===== config.mk =====
export PLATFORM = sky130hd
export DESIGN_NAME = riscv_prog_loader_flat
export DESIGN_NICKNAME = d
export VERILOG_FILES = /design/src/rtl/riscv_prog_loader_pkg.sv /design/src/rtl/riscv_prog_loader_if.sv /design/src/rtl/riscv_prog_loader_word_asm.sv /design/src/rtl/riscv_prog_loader.sv /design/src/flat_wrapper.sv
export SDC_FILE = /design/constraint.sdc
export NUM_CORES = 1
export LEC_CHECK = 0
export CORE_ASPECT_RATIO = 0.7
export CORE_MARGIN = 2
export CORE_UTILIZATION = 55
export DETAILED_ROUTE_END_ITERATION = 10
export PLACE_DENSITY = 0.82
export SYNTH_ARGS = -nofsm -noshare
export SYNTH_HDL_FRONTEND = slang
export SYNTH_SLANG_ARGS = --single-unit

===== constraint.sdc =====
create_clock -name clk -period 3.85 [get_ports clk]
set_clock_uncertainty 0.2 [all_clocks]
set_input_delay 0.385 -clock clk [delete_from_list [all_inputs] [get_ports clk]]
set_output_delay 0.385 -clock clk [all_outputs]
set_load 0.01 [all_outputs]

===== src/rtl/riscv_prog_loader_pkg.sv =====
`default_nettype none
// ---------------------------------------------------------------------------
// riscv_loader_pkg : shared types and constants for the program loader
// Rev 1.0
// ---------------------------------------------------------------------------
package riscv_loader_pkg;

  localparam int BYTES_PER_WORD = 4;
  localparam int LEN_BYTES      = 2;

  typedef logic [8*LEN_BYTES-1:0] len_t;

  typedef enum logic [2:0] {
    IDLE   = 3'd0,
    LEN_LO = 3'd1,
    LEN_HI = 3'd2,
    DATA   = 3'd3,
    CHK    = 3'd4,
    DONE   = 3'd5,
    ERR    = 3'd6
  } loader_state_t;

endpackage : riscv_loader_pkg
`default_nettype wire


===== src/rtl/riscv_prog_loader_if.sv =====
`default_nettype none
// ---------------------------------------------------------------------------
// riscv_prog_loader_if : byte-stream input and imem write port of the loader
// Rev 1.0
// ---------------------------------------------------------------------------
interface riscv_prog_loader_if #(
  parameter int ADDR_W = 10
);
  logic [7:0]        in_data;
  logic              in_valid;
  logic              in_ready;
  logic              imem_we;
  logic [ADDR_W-1:0] imem_addr;
  logic [31:0]       imem_wdata;

  // master: host link / memory side; slave: the loader itself
  modport master (
    output in_data, in_valid,
    input  in_ready, imem_we, imem_addr, imem_wdata
  );

  modport slave (
    input  in_data, in_valid,
    output in_ready, imem_we, imem_addr, imem_wdata
  );
endinterface : riscv_prog_loader_if
`default_nettype wire


===== src/rtl/riscv_prog_loader_word_asm.sv =====
`default_nettype none
// ---------------------------------------------------------------------------
// loader_word_asm : little-endian byte-to-word assembler
// Rev 1.0
// ---------------------------------------------------------------------------
module loader_word_asm
  import riscv_loader_pkg::*;
(
  input  wire logic        clk,
  input  wire logic        rst,
  input  wire logic        clr,
  input  wire logic [7:0]  byte_in,
  input  wire logic        byte_en,
  output logic      [31:0] word,
  output logic             word_valid
);

  logic [31:0] r_sr;
  logic [1:0]  r_idx;

  // Word is presented combinationally with the final byte so the write can
  // be registered on the very edge that accepts it.
  assign word       = {byte_in, r_sr[31:8]};
  assign word_valid = byte_en && (r_idx == 2'(BYTES_PER_WORD - 1));

  always_ff @(posedge clk) begin
    if (rst || clr) begin
      r_sr  <= '0;
      r_idx <= '0;
    end else if (byte_en) begin
      r_sr  <= {byte_in, r_sr[31:8]};
      r_idx <= r_idx + 2'd1;
    end
  end

endmodule : loader_word_asm
`default_nettype wire


===== src/rtl/riscv_prog_loader.sv =====
`default_nettype none
// ---------------------------------------------------------------------------
// riscv_prog_loader : streams a length-prefixed image into imem, holds the
// core in reset until done. Option macro: RISCV_LOADER_CHECKSUM_EN. Rev 1.0
// ---------------------------------------------------------------------------
module riscv_prog_loader
  import riscv_loader_pkg::*;
#(
  parameter int PROG_SIZE = 648,
  parameter int ADDR_W    = $clog2(PROG_SIZE)
) (
  input  wire logic            clk,
  input  wire logic            rst,
  input  wire logic            start,
  riscv_prog_loader_if.slave   bus,
  output logic                 core_rst,
  output logic                 busy,
  output logic                 done,
  output logic                 error
);

  loader_state_t     r_state;
  logic              r_in_ready;
  logic              r_we;
  logic [ADDR_W-1:0] r_addr;
  logic [31:0]       r_wdata;
  logic              r_core_rst;
  logic              r_busy;
  logic              r_done;
  logic              r_error;
  logic [ADDR_W:0]   r_wcnt;
  logic [7:0]        r_len_lo;
  len_t              r_len;

  logic              w_xfer;
  logic              w_start_ok;
  len_t              w_len;
  logic [31:0]       w_word;
  logic              w_word_valid;
  logic              w_last_word;

  assign w_xfer      = bus.in_valid && r_in_ready;
  assign w_start_ok  = start && (r_state == IDLE || r_state == DONE || r_state == ERR);
  assign w_len       = {bus.in_data, r_len_lo};
  assign w_last_word = (len_t'(r_wcnt) == r_len - len_t'(1));

  loader_word_asm u_asm (
    .clk        (clk),
    .rst        (rst),
    .clr        (w_start_ok),
    .byte_in    (bus.in_data),
    .byte_en    (w_xfer && (r_state == DATA)),
    .word       (w_word),
    .word_valid (w_word_valid)
  );

`ifdef RISCV_LOADER_CHECKSUM_EN
  logic [7:0] r_csum;

  always_ff @(posedge clk) begin
    if (rst || w_start_ok) begin
      r_csum <= '0;
    end else if (w_xfer && (r_state == DATA)) begin
      r_csum <= r_csum ^ bus.in_data;
    end
  end
`endif

  always_ff @(posedge clk) begin
    if (rst) begin
      r_state    <= IDLE;
      r_in_ready <= 1'b0;
      r_we       <= 1'b0;
      r_addr     <= '0;
      r_wdata    <= '0;
      r_core_rst <= 1'b1;
      r_busy     <= 1'b0;
      r_done     <= 1'b0;
      r_error    <= 1'b0;
      r_wcnt     <= '0;
      r_len_lo   <= '0;
      r_len      <= '0;
    end else begin
      r_we <= 1'b0;
      case (r_state)
        IDLE, DONE, ERR: begin
          if (start) begin
            r_state    <= LEN_LO;
            r_in_ready <= 1'b1;
            r_core_rst <= 1'b1;
            r_busy     <= 1'b1;
            r_done     <= 1'b0;
            r_error    <= 1'b0;
            r_wcnt     <= '0;
          end
        end
        LEN_LO: begin
          if (w_xfer) begin
            r_len_lo <= bus.in_data;
            r_state  <= LEN_HI;
          end
        end
        LEN_HI: begin
          if (w_xfer) begin
            r_len <= w_len;
            if (w_len == '0 || w_len > len_t'(PROG_SIZE)) begin
              r_state    <= ERR;
              r_in_ready <= 1'b0;
              r_busy     <= 1'b0;
              r_error    <= 1'b1;
            end else begin
              r_state <= DATA;
            end
          end
        end
        DATA: begin
          if (w_word_valid) begin
            r_we    <= 1'b1;
            r_addr  <= r_wcnt[ADDR_W-1:0];
            r_wdata <= w_word;
            r_wcnt  <= r_wcnt + 1'b1;
            if (w_last_word) begin
`ifdef RISCV_LOADER_CHECKSUM_EN
              r_state    <= CHK;
`else
              // Core leaves reset on the same edge the final write is issued
              r_state    <= DONE;
              r_in_ready <= 1'b0;
              r_busy     <= 1'b0;
              r_done     <= 1'b1;
              r_core_rst <= 1'b0;
`endif
            end
          end
        end
`ifdef RISCV_LOADER_CHECKSUM_EN
        CHK: begin
          if (w_xfer) begin
            r_in_ready <= 1'b0;
            r_busy     <= 1'b0;
            if (bus.in_data == r_csum) begin
              r_state    <= DONE;
              r_done     <= 1'b1;
              r_core_rst <= 1'b0;
            end else begin
              r_state <= ERR;
              r_error <= 1'b1;
            end
          end
        end
`endif
        default: begin
          r_state    <= IDLE;
          r_in_ready <= 1'b0;
          r_busy     <= 1'b0;
          r_core_rst <= 1'b1;
        end
      endcase
    end
  end

  assign bus.in_ready   = r_in_ready;
  assign bus.imem_we    = r_we;
  assign bus.imem_addr  = r_addr;
  assign bus.imem_wdata = r_wdata;
  assign core_rst       = r_core_rst;
  assign busy           = r_busy;
  assign done           = r_done;
  assign error          = r_error;

endmodule : riscv_prog_loader
`default_nettype wire


===== src/flat_wrapper.sv =====
// flat-port wrapper written by rule: the top's interface ports become plain ports
module riscv_prog_loader_flat import riscv_loader_pkg::*;
#(
  parameter int PROG_SIZE = 648,
  parameter int ADDR_W    = $clog2(PROG_SIZE)
)
  (clk, rst, start, core_rst, busy, done, error, bus_in_data, bus_in_valid, bus_in_ready, bus_imem_we, bus_imem_addr, bus_imem_wdata);
  riscv_prog_loader_if #(.ADDR_W(ADDR_W)) bus_i ();
  input  wire logic clk;
  input  wire logic rst;
  input  wire logic start;
  output logic core_rst;
  output logic busy;
  output logic done;
  output logic error;
  input wire logic [$bits(bus_i.in_data)-1:0] bus_in_data;
  input wire logic [$bits(bus_i.in_valid)-1:0] bus_in_valid;
  output wire logic [$bits(bus_i.in_ready)-1:0] bus_in_ready;
  output wire logic [$bits(bus_i.imem_we)-1:0] bus_imem_we;
  output wire logic [$bits(bus_i.imem_addr)-1:0] bus_imem_addr;
  output wire logic [$bits(bus_i.imem_wdata)-1:0] bus_imem_wdata;
  assign bus_i.in_data = bus_in_data;
  assign bus_i.in_valid = bus_in_valid;
  assign bus_in_ready = bus_i.in_ready;
  assign bus_imem_we = bus_i.imem_we;
  assign bus_imem_addr = bus_i.imem_addr;
  assign bus_imem_wdata = bus_i.imem_wdata;
  riscv_prog_loader #(.PROG_SIZE(PROG_SIZE), .ADDR_W(ADDR_W)) u_core (.clk(clk), .rst(rst), .start(start), .bus(bus_i), .core_rst(core_rst), .busy(busy), .done(done), .error(error));
endmodule

==> flow_metrics.env, run 1 <==
export IMPL_clock_root_buffer="clkbuf_16"
export IMPL_critPathTopFamily="simple AND/OR/NAND/NOR gates"
export IMPL_ys_ff_latch=111
export IMPL_leakagePower_nw=1.82
export IMPL_first_pass_iters=5
export IMPL_drc=0
export IMPL_ys_types=50
export IMPL_grt_overflow=0
export IMPL_postSynthCellCount=586
export IMPL_portBuffers=59
export IMPL_synth_nets=601
export IMPL_synth_edf_count=0
export IMPL_synth_area_um2=4610
export IMPL_pin_count=60
export IMPL_num_rows=27
export IMPL_max_stage_delay_ns=0.60
export IMPL_ant_nets=0
export IMPL_netlist_area_leader_share=0.482
export IMPL_path_buf_inv=1
export IMPL_critical_path_class="reg2reg"
export IMPL_fp_dieH_um=80.6
export IMPL_groute_usage_overall=0.255
export IMPL_final_cells=730
export IMPL_clkSinkCount=111
export IMPL_synthTopCellsByArea="dfxtp_1 (48%), nand2_1 (15%), a21oi_1 (10%)"
export IMPL_antenna_found_initial=0
export IMPL_grt_pass1_wl_mm=18.1
export IMPL_crit_fanout=6
export IMPL_final_hold_violation_count=0
export IMPL_worstSetupEndpointType="flip-flop"
export IMPL_via_count=4157
export IMPL_die_area_um2=9140
export IMPL_tns_ns=0
export IMPL_synth_main_ff_cell="dfxtp_1"
export IMPL_slew_violations=0
export IMPL_h_tree_depth=3
export IMPL_avgSynthCellArea_um2=7.87
export IMPL_async_reset_ff_frac=0
export IMPL_cts_setup_buffers=0
export IMPL_fin_nets=639
export IMPL_clkSlewWorstSetupHoldPaths_ns=0.07
export IMPL_status="complete, no violations"
export IMPL_cts_resized_gates=0
export IMPL_yosys_warnings=0
export IMPL_ctsHoldBuffers=0
export IMPL_cts_tree="built"
export IMPL_worst_pin_slew_ns=0.823
export IMPL_hold_path_class="reg2reg"
export IMPL_startpoint_type="flip-flop"
export IMPL_fillers=675
export IMPL_avgViaCountPerCell=5.69
export IMPL_place_hpwl_mm=7.84
export IMPL_synth_top_cell_by_area="dfxtp_1"
export IMPL_total_power_mw=2.46
export IMPL_worstPathArrival_ns=2.76
export IMPL_grt_setup_unrepaired="false"
export IMPL_place_congestion=0.923
export IMPL_dp_cells=714
export IMPL_ys_seq_area_frac=0.482
export IMPL_syn2layout_area_growth_pct=19.4
export IMPL_numCtsBuffers=9
export IMPL_cts_buffer_depth=2
export IMPL_clock_latency_ns=0.35
export IMPL_fin_crit_sh=0.717
export IMPL_grt_max_degree=74
export IMPL_peakVddDrop_v=0.000381
export IMPL_wl_mm=11.2
export IMPL_max_freq_mhz=362
export IMPL_seq_area_um2=2220
export IMPL_drive_above_1_share=0.0445
export IMPL_final_min_clock_period_ns=2.76
export IMPL_crit_slowest_cell="or4b_1"
export IMPL_wire_per_inst_um=15.3
export IMPL_multi_input_area_um2=2210
export IMPL_setup_viol=0
export IMPL_max_slew_margin=0.448
export IMPL_worstPathRequired_ns=3.85
export IMPL_core_area_um2=8010
export IMPL_initial_core_util=0.576
export IMPL_drt_iter0_markers=329
export IMPL_crit_chain="inv_1 > ha_1 > or4b_1 > or4_1 > nand3_1 > o211a_1 > and3_4 > a41oi_1"
export IMPL_antennaDiodeCount=0
export IMPL_cap_violations=0
export IMPL_grt_pass1_vias=3730
export IMPL_power_density_nw_per_um2=446
export IMPL_dieWidth_um=113
[state kept, by name (all words and copies together) (netlist names)]
name,count
u_core.u_asm.r_sr,24
u_core.r_state,3
u_core.r_len,16
u_core.done,1
u_core.error,1
u_core.bus.imem_wdata,32
u_core.r_wcnt,11
u_core.u_asm.r_idx,2
u_core.bus.imem_addr,10
u_core.r_len_lo,8
u_core.core_rst,1
u_core.bus.imem_we,1
u_core.busy,1
[per-stage QoR]
| stage | hold WS (ns) | util | instance area (µm²) | setup slack [ns] |
|---|---|---|---|---|
| 6_report | 0.254 | 0.687 | 5500 | 1.09 |
| 5_1_grt | 0.272 | 0.687 | 5500 | 0.945 |
| 4_1_cts | 0.255 | 0.687 | 5500 | 1.12 |
| 3_5_place_dp | 0.245 | 0.651 | 5210 | 1.12 |
| 3_3_place_gp | 0.239 | 0.651 | 5210 | 1.21 |
| 2_1_floorplan | 0.232 | - | 4610 | 1.31 |
[synth_stat cells (all sizes together), types with 5 or more instances]
master and count:
nand3 6, xnor2 12, nor3 12, xor2 11
o21ai 5, dfxtp 111, clkbuf 34, a21oi 93
nand4 5, mux2i 11, inv 5, nand2 182
nor2 36
[cell families (layout without fill, tap and decap cells)]
family	count (synthesis)	after routing	share of synthesized area
AOI/OAI and AO/OA	122	122	0.149
muxes	11	11	0.0239
DFF	111	111	0.482
xor gates and xnor gates	23	23	0.0437
adders and majority gates	3	3	0.00814
and+or+nand+nor	273	273	0.256
buffers and inverters	43	86	0.0377
[layer usage]
| layer | global-route usage | share of wire | up-vias |
|---|---|---|---|
| met1 | 0.350 | 0.46 | 1930 |
| li1 | - | - | 2041 |
| met5 | 0 | 0 | - |
| met4 | 0.0854 | 0.021 | 0 |
| met3 | 0.0747 | 0.090 | 21 |
| met2 | 0.384 | 0.43 | 165 |
[worst reg2reg max path: stages (launching register included)]
cell     delay (ns)
dfxtp_1        0.34
inv_1          0.10
ha_1           0.26
or4b_1         0.60
or4_1          0.52
nand3_1        0.09
o211a_1        0.17
and3_4         0.21
a41oi_1        0.12
[cell type report]
| class | instances | share of cell area |
|---|---|---|
| sequential | 111 | 0.404 |
| clock buffer | 11 | 0.0423 |
| multi-input combinational | 432 | 0.402 |
| inverter | 5 | 0.00341 |
| clock inverter | 5 | 0.0107 |
| timing repair buffer | 65 | 0.115 |
| tap | 101 | 0.0230 |
[power by group]
group / switching (mW) / internal (mW)
clock network: 0.404 / 0.505
registers: 0.0637 / 1.18
logic: 0.190 / 0.119
[placed cells by master, fill, tap and decap left out, types with 6 or more instances in the layout]
| master | synthesis | final |
|---|---|---|
| nand2_1 | 182 | 182 |
| xnor2_1 | 12 | 12 |
| clkdlybuf4s50_1 | 0 | 58 |
| dfxtp_1 | 111 | 111 |
| clkbuf_16 | 0 | 9 |
| xor2_1 | 11 | 11 |
| mux2i_1 | 11 | 11 |
| nand3_1 | 6 | 6 |
| nor2_1 | 36 | 36 |
| a21oi_1 | 93 | 93 |
| nor3_1 | 11 | 11 |
| buf_4 | 1 | 6 |
[worst paths after layout]
kind	startpoint	end	slack (ns)	depth (start not counted)
setup reg to reg	u_core.r_len[0]	u_core.r_state[1]	1.09	8
hold / removal	u_core.bus.imem_addr[0]	u_core.bus.imem_addr[0]	0.25	2
hold reg to reg	u_core.bus.imem_addr[0]	u_core.bus.imem_addr[0]	0.25	2
setup / recovery	u_core.r_len[0]	u_core.r_state[1]	1.09	8
No activity file was read; power rests on OpenSTA's default activity.
==> run 2, diff against run 1 <==
==> constraint.sdc (replaced) <==
create_clock -name clk -period 2.9 [get_ports clk]
set_clock_uncertainty 0.2 [all_clocks]
set_input_delay 0.29 -clock clk [delete_from_list [all_inputs] [get_ports clk]]
set_output_delay 0.29 -clock clk [all_outputs]
set_load 0.01 [all_outputs]
==> run 2 against run 1 <==
Effect of this change:
- worst setup slack got worse by 0.91 ns
- power grew 34%
- sequential share of layout area shrank 0.40 points
- critical path depth unchanged
- fmax grew 1.6%
- combinational power is 34% higher
- non-clock buffer count grew 6
- via count up 0.51%
- flip-flop and latch count stayed put
- cell count is 0.82% higher
- die area is the same
- critical endpoint unchanged
- largest power group unchanged
- highest routed layer unchanged
==> flow_metrics.env, run 2 (same netlist as run 1, synthesis figures left out) <==
export IMPL_clock_root_buffer="clkbuf_16"
export IMPL_h_tree_depth=3
export IMPL_critical_path_class="reg2reg"
export IMPL_fp_dieH_um=80.6
export IMPL_groute_usage_overall=0.262
export IMPL_power_density_nw_per_um2=592
export IMPL_hold_path_class="reg2reg"
export IMPL_initial_core_util=0.576
export IMPL_antennaDiodeCount=0
export IMPL_grt_pass1_wl_mm=18.7
export IMPL_largest_reg_flops=32
export IMPL_grt_pass1_vias=3891
export IMPL_setup_viol=0
export IMPL_max_stage_delay_ns=0.54
export IMPL_ctsHoldBuffers=0
export IMPL_post_place_ws_ns=0.178
export IMPL_via_count=4178
export IMPL_clkSinkCount=111
export IMPL_place_congestion=1.00
export IMPL_grt_max_degree=47
export IMPL_worstSetupEndpointType="flip-flop"
export IMPL_wl_mm=11.4
export IMPL_final_hold_violation_count=0
export IMPL_clkSlewWorstSetupHoldPaths_ns=0.07
export IMPL_die_area_um2=9140
export IMPL_slew_violations=0
export IMPL_worst_pin_slew_ns=0.830
export IMPL_num_rows=27
export IMPL_whs_path_depth=2
export IMPL_pin_count=60
export IMPL_cap_violations=0
export IMPL_first_pass_iters=5
export IMPL_fin_crit_sh=0.937
export IMPL_avgViaCountPerCell=5.68
export IMPL_fillers=657
export IMPL_numCtsBuffers=9
export IMPL_startpoint_type="flip-flop"
export IMPL_max_freq_mhz=368
export IMPL_crit_chain="inv_1 > ha_1 > or4b_4 > or4_1 > nand3_1 > o211a_1 > and3_4 > a41oi_1"
export IMPL_ant_nets=0
export IMPL_fin_ws_ns=0.184
export IMPL_fin_nets=645
export IMPL_core_area_um2=8010
export IMPL_crit_fanout=6
export IMPL_layout_commonest_cell="nand2_1"
export IMPL_r2r_cells=8
export IMPL_cts_setup_buffers=0
export IMPL_grt_overflow=0
export IMPL_mostFrequentLayoutCells="nand2_1 (182), dfxtp_1 (111), a21oi_1 (93), clkdlybuf4s50_1 (58), nor2_1 (36)"
export IMPL_max_slew_margin=0.445
export IMPL_final_min_clock_period_ns=2.72
export IMPL_crit_slowest_cell="or4b_4"
export IMPL_drc=0
export IMPL_drive_above_1_share=0.0567
export IMPL_whs_ns=0.255
export IMPL_worstPathArrival_ns=2.72
export IMPL_portBuffers=59
export IMPL_grt_setup_unrepaired="false"
export IMPL_dieWidth_um=113
export IMPL_status="complete, no violations"
export IMPL_worstPathRequired_ns=2.90
export IMPL_peakVddDrop_v=0.000414
export IMPL_antenna_found_initial=0
export IMPL_syn2layout_area_growth_pct=20.6
export IMPL_cts_buffer_depth=2
export IMPL_wire_per_inst_um=15.5
export IMPL_cts_tree="built"
export IMPL_place_hpwl_mm=8.12
export IMPL_drt_iter0_markers=423
export IMPL_tns_ns=0
export IMPL_leakagePower_nw=1.86
export IMPL_clock_latency_ns=0.35
## run 2: cell types whose count changed in the layout (fill, tap and decap cells not counted)
cell        delta
or4b_1         -1
inv_6          +2
or4b_4         +1
clkbuf_1       -1
buf_4          +6
clkinvlp_4     -1
## run 2: what timing repair did
item / CTS / global route
gates resized for setup: 0 / 1
hold endpoints to repair: 0 / 0
endpoints found under the setup margin: 0 / 1
## run 2: layout make-up
cell class	instances	area, µm²	area share
clock inverters	6	68.8	0.0124
well taps	101	126	0.0227
repair buffers	71	676	0.122
flip-flops and latches	111	2220	0.400
clock buffers	10	229	0.0412
inverters	5	18.8	0.00338
multi-input cells	432	2220	0.399
## run 2: worst max-delay path, delay by kind of cell, from the launching register on
family          cells  cell delay [ns]
simple gates        4             1.33
fa+ha+maj           1             0.28
compound gates      2             0.30
buf+inv             1             0.11
flops               1             0.35
## run 2: path summary, 6_finish.rpt
kind,from,end,slack (ns)
worst max-delay path,u_core.r_len[0],u_core.r_state[1],0.18
worst min-delay path,u_core.bus.imem_wdata[15],u_core.bus.imem_wdata[15],0.25
worst max register to register,u_core.r_len[0],u_core.r_state[1],0.18
worst min register to register,u_core.bus.imem_wdata[15],u_core.bus.imem_wdata[15],0.25
## run 2: per-stage QoR
step	utilization	instances	total power, mW	cell area [µm²]
finish	0.694	736	3.29	5560
global route	0.694	736	3.43	5560
CTS	0.694	736	3.30	5560
detailed placement	0.657	720	2.08	5260
global placement	0.657	720	2.06	5260
floorplan	-	586	1.95	4610
## run 2: per-layer routing
layer / track usage / part of all wire / up-vias
met5: 0 / 0 / -
met4: 0.110 / 0.023 / 0
met3: 0.0626 / 0.068 / 28
met2: 0.411 / 0.44 / 165
met1: 0.347 / 0.46 / 1937
li1: - / - / 2048
## run 2: report_power, final
group	switching, mW	total, mW	internal, mW
sequential	0.0794	1.64	1.56
clock	0.560	1.24	0.676
combinational	0.252	0.414	0.162
total	0.891	3.29	2.40
==> run 3, diff against run 2 <==
--- a/config.mk
+++ b/config.mk
@@ -9,7 +9,7 @@
 export CORE_MARGIN = 2
 export CORE_UTILIZATION = 55
 export DETAILED_ROUTE_END_ITERATION = 10
-export PLACE_DENSITY = 0.82
+export PLACE_DENSITY = 0.89
 export SYNTH_ARGS = -nofsm -noshare
 export SYNTH_HDL_FRONTEND = slang
 export SYNTH_SLANG_ARGS = --single-unit
==> run 3 against run 2 <==
Effect of this change:
- flip-flop and latch count unchanged
- non-clock buffer count down 2
- clock-buffer cell count up 1
- worst setup slack about the same
- hold slack worse by 0.10 ns
- global-route usage down 0.14 points
- combinational power up 2%
- sequential power about the same
- utilization down 0.14 points
- register-to-register slack about the same
- cell count down 0.41%
==> flow_metrics.env, run 3 (same netlist as run 1, synthesis figures left out) <==
export IMPL_status="complete, no violations"
export IMPL_groute_usage_overall=0.260
export IMPL_leakagePower_nw=1.85
export IMPL_max_stage_delay_ns=0.55
export IMPL_antennaDiodeCount=0
export IMPL_cap_violations=0
export IMPL_numCtsBuffers=9
export IMPL_crit_slowest_cell="or4b_4"
export IMPL_h_tree_depth=3
export IMPL_final_min_clock_period_ns=2.72
export IMPL_cts_tree="built"
export IMPL_clock_root_buffer="clkbuf_16"
export IMPL_multi_input_area_um2=2220
export IMPL_crit_fanout=6
export IMPL_pin_count=60
export IMPL_hold_path_class="in2reg"
export IMPL_peakVddDrop_v=0.000499
export IMPL_via_count=4272
export IMPL_worst_pin_slew_ns=0.868
export IMPL_seq_power_share=0.506
export IMPL_grt_pass1_wl_mm=18.8
export IMPL_core_area_um2=8010
export IMPL_fin_crit_sh=0.937
export IMPL_syn2layout_area_growth_pct=20.3
export IMPL_clkSinkCount=111
export IMPL_r2r_cells=8
export IMPL_setup_viol=0
export IMPL_path_depth=8
export IMPL_drc=0
export IMPL_cellInternalPower_mw=2.35
export IMPL_initial_core_util=0.576
export IMPL_fin_ws_ns=0.183
export IMPL_grt_pass1_vias=3835
export IMPL_wl_mm=11.5
export IMPL_max_slew_margin=0.420
export IMPL_whs_path_depth=2
export IMPL_slew_violations=0
export IMPL_avgViaCountPerCell=5.83
export IMPL_largest_reg_flops=32
export IMPL_path_buf_inv=1
export IMPL_grt_setup_unrepaired="false"
export IMPL_switching_share=0.272
export IMPL_drive_above_1_share=0.0554
export IMPL_die_area_um2=9140
export IMPL_place_hpwl_mm=8.10
export IMPL_critical_path_class="reg2reg"
export IMPL_pwr_share_comb=0.131
export IMPL_portBuffers=59
export IMPL_tns_ns=0
export IMPL_final_hold_violation_count=0
export IMPL_startpoint_type="flip-flop"
export IMPL_crit_chain="inv_1 > ha_1 > or4b_4 > o22ai_1 > o311ai_2 > nor3_2 > and3_4 > a41oi_1"
export IMPL_clkSlewWorstSetupHoldPaths_ns=0.07
export IMPL_seq_area_um2=2220
export IMPL_dieWidth_um=113
export IMPL_ctsHoldBuffers=0
export IMPL_ant_nets=0
export IMPL_p_switching_mw=0.880
export IMPL_cts_setup_buffers=0
export IMPL_worstPathRequired_ns=2.90
export IMPL_cts_buffer_depth=2
export IMPL_num_rows=27
export IMPL_worstSetupEndpointType="flip-flop"
export IMPL_cts_resized_gates=0
export IMPL_clock_latency_ns=0.35
export IMPL_critPathTopFamily="simple AND/OR/NAND/NOR gates"
export IMPL_layout_commonest_cell="nand2_1"
export IMPL_mostFrequentLayoutCells="nand2_1 (182), dfxtp_1 (111), a21oi_1 (93), clkdlybuf4s50_1 (58), nor2_1 (36)"
export IMPL_max_freq_mhz=368
export IMPL_fp_dieH_um=80.6
export IMPL_fillers=631
export IMPL_clkPwrFrac=0.363
export IMPL_place_congestion=0.943
export IMPL_final_util=0.693
export IMPL_antenna_found_initial=0
export IMPL_worstPathArrival_ns=2.72
export IMPL_first_pass_iters=5
export IMPL_power_density_nw_per_um2=583
export IMPL_grt_max_degree=40
export IMPL_fin_nets=643
export IMPL_grt_overflow=0
export IMPL_wire_per_inst_um=15.7
export IMPL_post_place_ws_ns=0.0931
export IMPL_drt_iter0_markers=441
## run 3: changes by cell type in the layout (fill, tap and decap cells not counted), sizes merged
| cell | delta |
|---|---|
| buf | -2 |
| bufinv | -1 |
| clkbuf | +1 |
| clkinv | +2 |
| clkinvlp | -1 |
| inv | -2 |
## run 3: through the flow
stage               power, mW  instances  instance area [µm²]  hold slack, ns
floorplan                1.95        586                 4610           0.226
global placement         2.06        718                 5260           0.242
detailed placement       2.08        718                 5260           0.245
CTS                      3.24        733                 5540           0.141
global route             3.36        733                 5550           0.154
finish                   3.23        733                 5550           0.155
## run 3: final cells by class
cell class	count	area share
multi-input combinational	432	0.401
tap	101	0.0228
clock buffer	11	0.0456
clock inverter	4	0.00564
inverter	5	0.00338
timing repair buffer	69	0.121
sequential	111	0.401
## run 3: worst paths after layout
path                                  from                  endpoint  slack [ns]
hold reg to reg   u_core.bus.imem_wdata[6]  u_core.bus.imem_wdata[6]        0.25
hold / removal                         rst        u_core.r_len_lo[2]        0.15
setup / recovery           u_core.r_len[0]         u_core.r_state[1]        0.18
setup reg to reg           u_core.r_len[0]         u_core.r_state[1]        0.18
## run 3: worst register-to-register path: cells and delay by family (launching register included)
family | cells | cell delay, ns
flops | 1 | 0.35
buf+inv | 1 | 0.11
compound gates | 3 | 0.50
simple gates | 3 | 1.14
fa+ha+maj | 1 | 0.27
## run 3: power by group through the flow
stage	registers (mW)	clock network, mW	logic, mW
floorplan	1.63	0	0.324
global placement	1.66	0	0.394
detailed placement	1.67	0	0.413
CTS	1.64	1.19	0.416
global route	1.65	1.25	0.462
finish	1.64	1.17	0.424
## run 3: layer usage
layer,wire length [µm],vias up,global-route usage
li1,-,2046,-
met1,5100,2015,0.354
met2,5200,194,0.410
met3,1090,17,0.0777
met4,119,0,0.0598
met5,0,-,0
